--- src/rtl/alu_arbiter.sv ---
// alu_arbiter: round-robin sharing of the execute-stage ALU between the EX path (0)
// and the aux/debug port (1), with issue/response registers and a sticky DONE flag.
module alu_arbiter #(
    parameter int DATA_WIDTH = 32,
    parameter int CTL_WIDTH  = 5
) (
    input  logic                    clk,
    input  logic                    rst_n,
    input  logic                    flush,
    input  logic [1:0]              req_valid,
    output logic [1:0]              req_ready,
    input  logic [2*CTL_WIDTH-1:0]  req_ctl,
    input  logic [2*DATA_WIDTH-1:0] req_op1,
    input  logic [2*DATA_WIDTH-1:0] req_op2,
    output logic                    alu_valid,
    output logic [CTL_WIDTH-1:0]    alu_ctl,
    output logic [DATA_WIDTH-1:0]   alu_op1,
    output logic [DATA_WIDTH-1:0]   alu_op2,
    input  logic [DATA_WIDTH-1:0]   alu_result,
    input  logic                    alu_branch_taken,
    input  logic                    alu_done,
    output logic                    rsp_valid,
    input  logic                    rsp_ready,
    output logic                    rsp_id,
    output logic [DATA_WIDTH-1:0]   rsp_result,
    output logic                    rsp_branch_taken,
    output logic                    done
);

    logic                  rsp_load;
    logic                  iss_free;
    logic [1:0]            grant;
    logic                  accept;
    logic                  sel;
    logic                  ptr;
    logic                  iss_id;
    logic [CTL_WIDTH-1:0]  sel_ctl;
    logic [DATA_WIDTH-1:0] sel_op1;
    logic [DATA_WIDTH-1:0] sel_op2;

    assign rsp_load = alu_valid && (!rsp_valid || rsp_ready);
    assign iss_free = !alu_valid || rsp_load;

    // rst_n gates the grant so nothing is offered to requesters while in reset
    always_comb begin
        grant = 2'b00;
        if (rst_n && iss_free && !flush) begin
            case (req_valid)
                2'b01:   grant = 2'b01;
                2'b10:   grant = 2'b10;
                2'b11:   grant = ptr ? 2'b10 : 2'b01;
                default: grant = 2'b00;
            endcase
        end
    end

    assign req_ready = grant;
    assign accept    = |(req_valid & grant);
    assign sel       = grant[1];

    assign sel_ctl = sel ? req_ctl[2*CTL_WIDTH-1:CTL_WIDTH]    : req_ctl[CTL_WIDTH-1:0];
    assign sel_op1 = sel ? req_op1[2*DATA_WIDTH-1:DATA_WIDTH] : req_op1[DATA_WIDTH-1:0];
    assign sel_op2 = sel ? req_op2[2*DATA_WIDTH-1:DATA_WIDTH] : req_op2[DATA_WIDTH-1:0];

    always_ff @(posedge clk or negedge rst_n) begin
        if (!rst_n) begin
            alu_valid <= 1'b0;
            alu_ctl   <= '0;
            alu_op1   <= '0;
            alu_op2   <= '0;
            iss_id    <= 1'b0;
            ptr       <= 1'b0;
        end else if (flush) begin
            alu_valid <= 1'b0;
        end else if (accept) begin
            alu_valid <= 1'b1;
            alu_ctl   <= sel_ctl;
            alu_op1   <= sel_op1;
            alu_op2   <= sel_op2;
            iss_id    <= sel;
            ptr       <= ~sel;
        end else if (iss_free) begin
            alu_valid <= 1'b0;
        end
    end

    always_ff @(posedge clk or negedge rst_n) begin
        if (!rst_n) begin
            rsp_valid        <= 1'b0;
            rsp_id           <= 1'b0;
            rsp_result       <= '0;
            rsp_branch_taken <= 1'b0;
        end else if (flush) begin
            rsp_valid <= 1'b0;
        end else if (rsp_load) begin
            rsp_valid        <= 1'b1;
            rsp_id           <= iss_id;
            rsp_result       <= alu_result;
            rsp_branch_taken <= alu_branch_taken;
        end else if (rsp_valid && rsp_ready) begin
            rsp_valid <= 1'b0;
        end
    end

    // Sticky until reset; a flush in the same cycle suppresses the strobe
    always_ff @(posedge clk or negedge rst_n) begin
        if (!rst_n) begin
            done <= 1'b0;
        end else if (alu_valid && alu_done && !flush) begin
            done <= 1'b1;
        end
    end

endmodule

--- config.mk ---
export PLATFORM = sky130hd
export DESIGN_NAME = alu_arbiter
export DESIGN_NICKNAME = d
export VERILOG_FILES = /design/src/rtl/alu_arbiter.sv
export SDC_FILE = /design/constraint.sdc
export NUM_CORES = 1
export LEC_CHECK = 0
export ABC_AREA = 1
export BUFFER_PORTS_ARGS = -buffer_cell sky130_fd_sc_hd__buf_2
export CORE_MARGIN = 2
export CORE_UTILIZATION = 30
export DETAILED_ROUTE_END_ITERATION = 16
export PLACE_DENSITY = 0.61
export SLEW_MARGIN = 0
export SYNTH_ARGS = -nofsm -noshare
export SYNTH_HDL_FRONTEND = slang
export SYNTH_SLANG_ARGS = --single-unit
--- constraint.sdc ---
create_clock -name clk -period 3.2 [get_ports clk]
set_input_delay 0.32 -clock clk [delete_from_list [all_inputs] [get_ports clk]]
set_output_delay 0.32 -clock clk [all_outputs]
set_load 0.01 [all_outputs]
==> results.sh <==
export IMPL_asyncSetResetFlopFracSynth_pct=100
export IMPL_hpwl_mm=11.5
export IMPL_gr_max_usage_layer="met2"
export IMPL_crit_path_max_fanout=15
export IMPL_synthDominantCellAreaShare_pct=53.5
export IMPL_worst_setup_hold_path_clk_slew_ns=0.08
export IMPL_synth_flop_cell="sky130_fd_sc_hd__dfrtp_1"
export IMPL_worst_setup_path_start_kind="flip-flop"
export IMPL_report_final_slew_viol_count=0
export IMPL_yosysSeqAreaShare_pct=53.5
export IMPL_synth_largest_area_cell="sky130_fd_sc_hd__dfrtp_1"
export IMPL_synth_lib_cells_used_distinct=17
export IMPL_top_level_ports=286
export IMPL_cts_max_path_buffers=2
export IMPL_cts_sink_count=108
export IMPL_timing_worst_slew_pin_value_ns=0.797
export IMPL_synth_ff_latch_count=108
export IMPL_path_class="flip-flop to primary output"
export IMPL_tritoncts="done"
export IMPL_cts_root_buf="sky130_fd_sc_hd__clkbuf_16"
export IMPL_post_cts_resize_count=0
export IMPL_cts_hold_buf=0
export IMPL_portBuffers=285
export IMPL_synthesis_yosys_warnings=0
export IMPL_post_route_worst_setup_slack_ns=1.19
export IMPL_met1_usage_pct=23.6
export IMPL_path_cells="a21oi_4, buf_4, nor2_1, buf_2"
export IMPL_relSlewSlack_pct=46.9
export IMPL_yosys_top_cells_count="143 x sky130_fd_sc_hd__nand2_1, 138 x sky130_fd_sc_hd__nand4_1, 108 x sky130_fd_sc_hd__dfrtp_1, 106 x sky130_fd_sc_hd__nand3_1, 41 x sky130_fd_sc_hd__buf_2"
export IMPL_drive_gt1_share_pct=38.9
export IMPL_synth_edff_count=0
export IMPL_p_leak_nw=3.64
export IMPL_p_int_mw=2.60
export IMPL_clock_power_share_pct=28.1
export IMPL_initial_antenna_violation_count=1
export IMPL_synth_area_top_cells="sky130_fd_sc_hd__dfrtp_1 53%, sky130_fd_sc_hd__nand4_1 17%, sky130_fd_sc_hd__nand2_1 11%, sky130_fd_sc_hd__nand3_1 11%, sky130_fd_sc_hd__buf_2 4.1%"
export IMPL_path_buf_inv=2
export IMPL_firstDrtPassIters=5
export IMPL_status="finished, final reports clean"
export IMPL_report_final_hold_viol_count=0
export IMPL_post_cts_setup_buffers=0
export IMPL_ctsHtreeMaxLevel=3
export IMPL_core_area_um2=16500
export IMPL_drtIter0Drc=325
export IMPL_globalRouteMet2Util_pct=30.5
export IMPL_finClkSkew_ns=0.0101
export IMPL_netsw_mw=1.26
export IMPL_detailedPlace_worstSlack_ns=1.15
export IMPL_final_layout_fill_cell_count=1665
export IMPL_groute_usage_overall_pct=18.2
export IMPL_cpLargestDelayFamily="flip-flops"
export IMPL_setup_violations=0
export IMPL_worstPathArrival_ns=1.69
export IMPL_grt_max_degree=123
export IMPL_rsz0062_at_grt="false"
export IMPL_clk_latency_ns=0.35
export IMPL_grt_first_pass_wirelength_mm=26.0
export IMPL_fp_dieW_um=134
export IMPL_synthesis_instances=572
export IMPL_drc_errors=0
export IMPL_num_nets_final=998
export IMPL_routed_via_count=5328
export IMPL_drt_antenna_violating_nets=0
export IMPL_start_util_pct=30.6
export IMPL_fin_crit_ns=2.01
export IMPL_min_delay_path_class="input port to asynchronous set/reset pin"
export IMPL_timing_critical_path_to_type="primary output"
export IMPL_vias_in_the_first_global_route=4898
export IMPL_multiInputGateArea_um2=2020
export IMPL_gp_congestion=0.798
export IMPL_worst_endpoint_required_ns=2.88
export IMPL_power_frac_comb_pct=25.8
export IMPL_fp_dieH_um=134
export IMPL_syn_area_per_cell_um2=8.83
export IMPL_final_seq_area_um2=2700
export IMPL_globalRouteOverflowTotal=0
export IMPL_post_synth_instance_area_um2=5050
export IMPL_cap_viol_max_count=0
export IMPL_yosys_cell_count_top_type="sky130_fd_sc_hd__nand2_1"
export IMPL_cts_buffers=9
export IMPL_timing_fmax_ghz=0.498
export IMPL_critPathMaxStageDelay_ns=0.44
export IMPL_floorplan_die_area_um2=17900
export IMPL_groute_layer_met3_usage_pct=4.99
export IMPL_power_density_nw_per_um2=560
export IMPL_synth_nets=750
export IMPL_postRouteWirelength_mm=16.7
export IMPL_power_sequential_fraction_pct=46.1
export IMPL_max_vdd_ir_drop_mv=0.249
export IMPL_netSwitchingFraction_pct=32.7
export IMPL_area_growth_synth_to_final_pct=36.2
export IMPL_drt_vias_per_instance=5.09
export IMPL_wl_per_cell_um=15.9
export IMPL_timing_final_crit_share_pct=62.7
export IMPL_placement_rows=47
export IMPL_setup_tns_final_ns=0
export IMPL_timing_critical_path_slowest_stage_cell="sky130_fd_sc_hd__dfrtp_1"
[per-stage QoR]
step | util (%) | hold slack (ns) | cells | total power [mW] | area, um2
after floorplan | - | 0.0244 | 572 | 2.28 | 5050
after global placement | 39.9 | 0.435 | 1029 | 2.81 | 6590
after detailed placement | 39.9 | 0.439 | 1029 | 2.81 | 6590
after CTS | 41.6 | 0.106 | 1045 | 3.92 | 6880
after global routing | 41.6 | 0.137 | 1045 | 4.10 | 6880
final | 41.6 | 0.0638 | 1046 | 3.86 | 6880
[worst paths after layout]
| path | from | end | slack [ns] | depth (start not counted) |
|---|---|---|---|---|
| worst min-delay path | rst_n | alu_valid$_DFFE_PN0P_ | 0.06 | 2 |
| worst max-delay path | ptr$_DFFE_PN0P_ | req_ready[1] | 1.19 | 4 |
| min in group clk | alu_done | done$_DFFE_PN0P_ | 0.18 | 2 |
| worst min register to register | done$_DFFE_PN0P_ | done$_DFFE_PN0P_ | 0.45 | 1 |
| worst max register to register | ptr$_DFFE_PN0P_ | alu_op2[13]$_DFFE_PN0P_ | 1.52 | 4 |
| max in group asynchronous | rst_n | rsp_result[14]$_DFFE_PN0P_ | 1.86 | 3 |
[layer usage]
metal	vias to the layer above	wire length, um	part of all wire [%]
met4	0	185	1.1
met3	13	1420	8.5
met5	-	0	0
li1	2556	-	-
met1	2533	6900	41
met2	226	8170	49
[flip-flops by register name (all words and copies together) (netlist names)]
| name | cells |
|---|---|
| alu_ctl | 5 |
| ptr | 1 |
| iss_id | 1 |
| rsp_branch_taken | 1 |
| done | 1 |
| rsp_valid | 1 |
| alu_valid | 1 |
| rsp_id | 1 |
| alu_op1 | 32 |
| alu_op2 | 32 |
| rsp_result | 32 |
[worst register-to-register path, cell delays in order, from the launching register on]
cell                      delay, ns
sky130_fd_sc_hd__dfrtp_1       0.44
sky130_fd_sc_hd__a21oi_4       0.44
sky130_fd_sc_hd__buf_4         0.42
sky130_fd_sc_hd__nand4_1       0.19
sky130_fd_sc_hd__nand3_1       0.13
[final cells by class]
type / count / area share [%]
antenna: 1 / 0.0364
clock buffer: 10 / 3.33
clock inverter: 6 / 0.818
inverter: 7 / 0.382
multi-input combinational: 396 / 29.4
sequential: 108 / 39.3
tap: 220 / 4.00
timing repair buffer: 298 / 22.7
[cells in the final DEF, fill, tap and decap left out]
cell / count
sky130_fd_sc_hd__buf_2: 284
sky130_fd_sc_hd__nand2_1: 143
sky130_fd_sc_hd__nand4_1: 138
sky130_fd_sc_hd__dfrtp_1: 108
sky130_fd_sc_hd__nand3_1: 104
sky130_fd_sc_hd__buf_4: 11
sky130_fd_sc_hd__clkbuf_16: 9
sky130_fd_sc_hd__inv_1: 5
sky130_fd_sc_hd__buf_12: 3
sky130_fd_sc_hd__a21oi_4: 2
sky130_fd_sc_hd__inv_2: 2
sky130_fd_sc_hd__clkinv_4: 2
sky130_fd_sc_hd__inv_8: 2
sky130_fd_sc_hd__diode_2: 1
sky130_fd_sc_hd__nand3_4: 1
sky130_fd_sc_hd__nor2_4: 1
sky130_fd_sc_hd__nand3_2: 1
sky130_fd_sc_hd__nor2_1: 1
sky130_fd_sc_hd__nor2_2: 1
sky130_fd_sc_hd__o21ai_0: 1
sky130_fd_sc_hd__o21ai_1: 1
sky130_fd_sc_hd__a21oi_1: 1
sky130_fd_sc_hd__a21o_1: 1
sky130_fd_sc_hd__clkinvlp_4: 1
sky130_fd_sc_hd__clkbuf_1: 1
sky130_fd_sc_hd__inv_6: 1
[power by group through the flow]
stage	combinational, mW	clock [mW]	sequential (mW)
floorplan	0.358	0	1.93
finish	0.995	1.08	1.78
CTS	1.01	1.13	1.78
global placement	1.01	0	1.80
global route	1.10	1.19	1.81
detailed placement	1.01	0	1.80
[cells by family (layout without fill, tap and decap cells)]
group | count (synthesis) | after routing | synth area share (%)
simple gates | 390 | 390 | 38.5
buf+inv | 68 | 321 | 6.88
compound gates | 6 | 6 | 1.09
flops | 108 | 108 | 53.5
other cells | 0 | 1 | 0
Note: power is estimated with default switching activity, not from simulation.
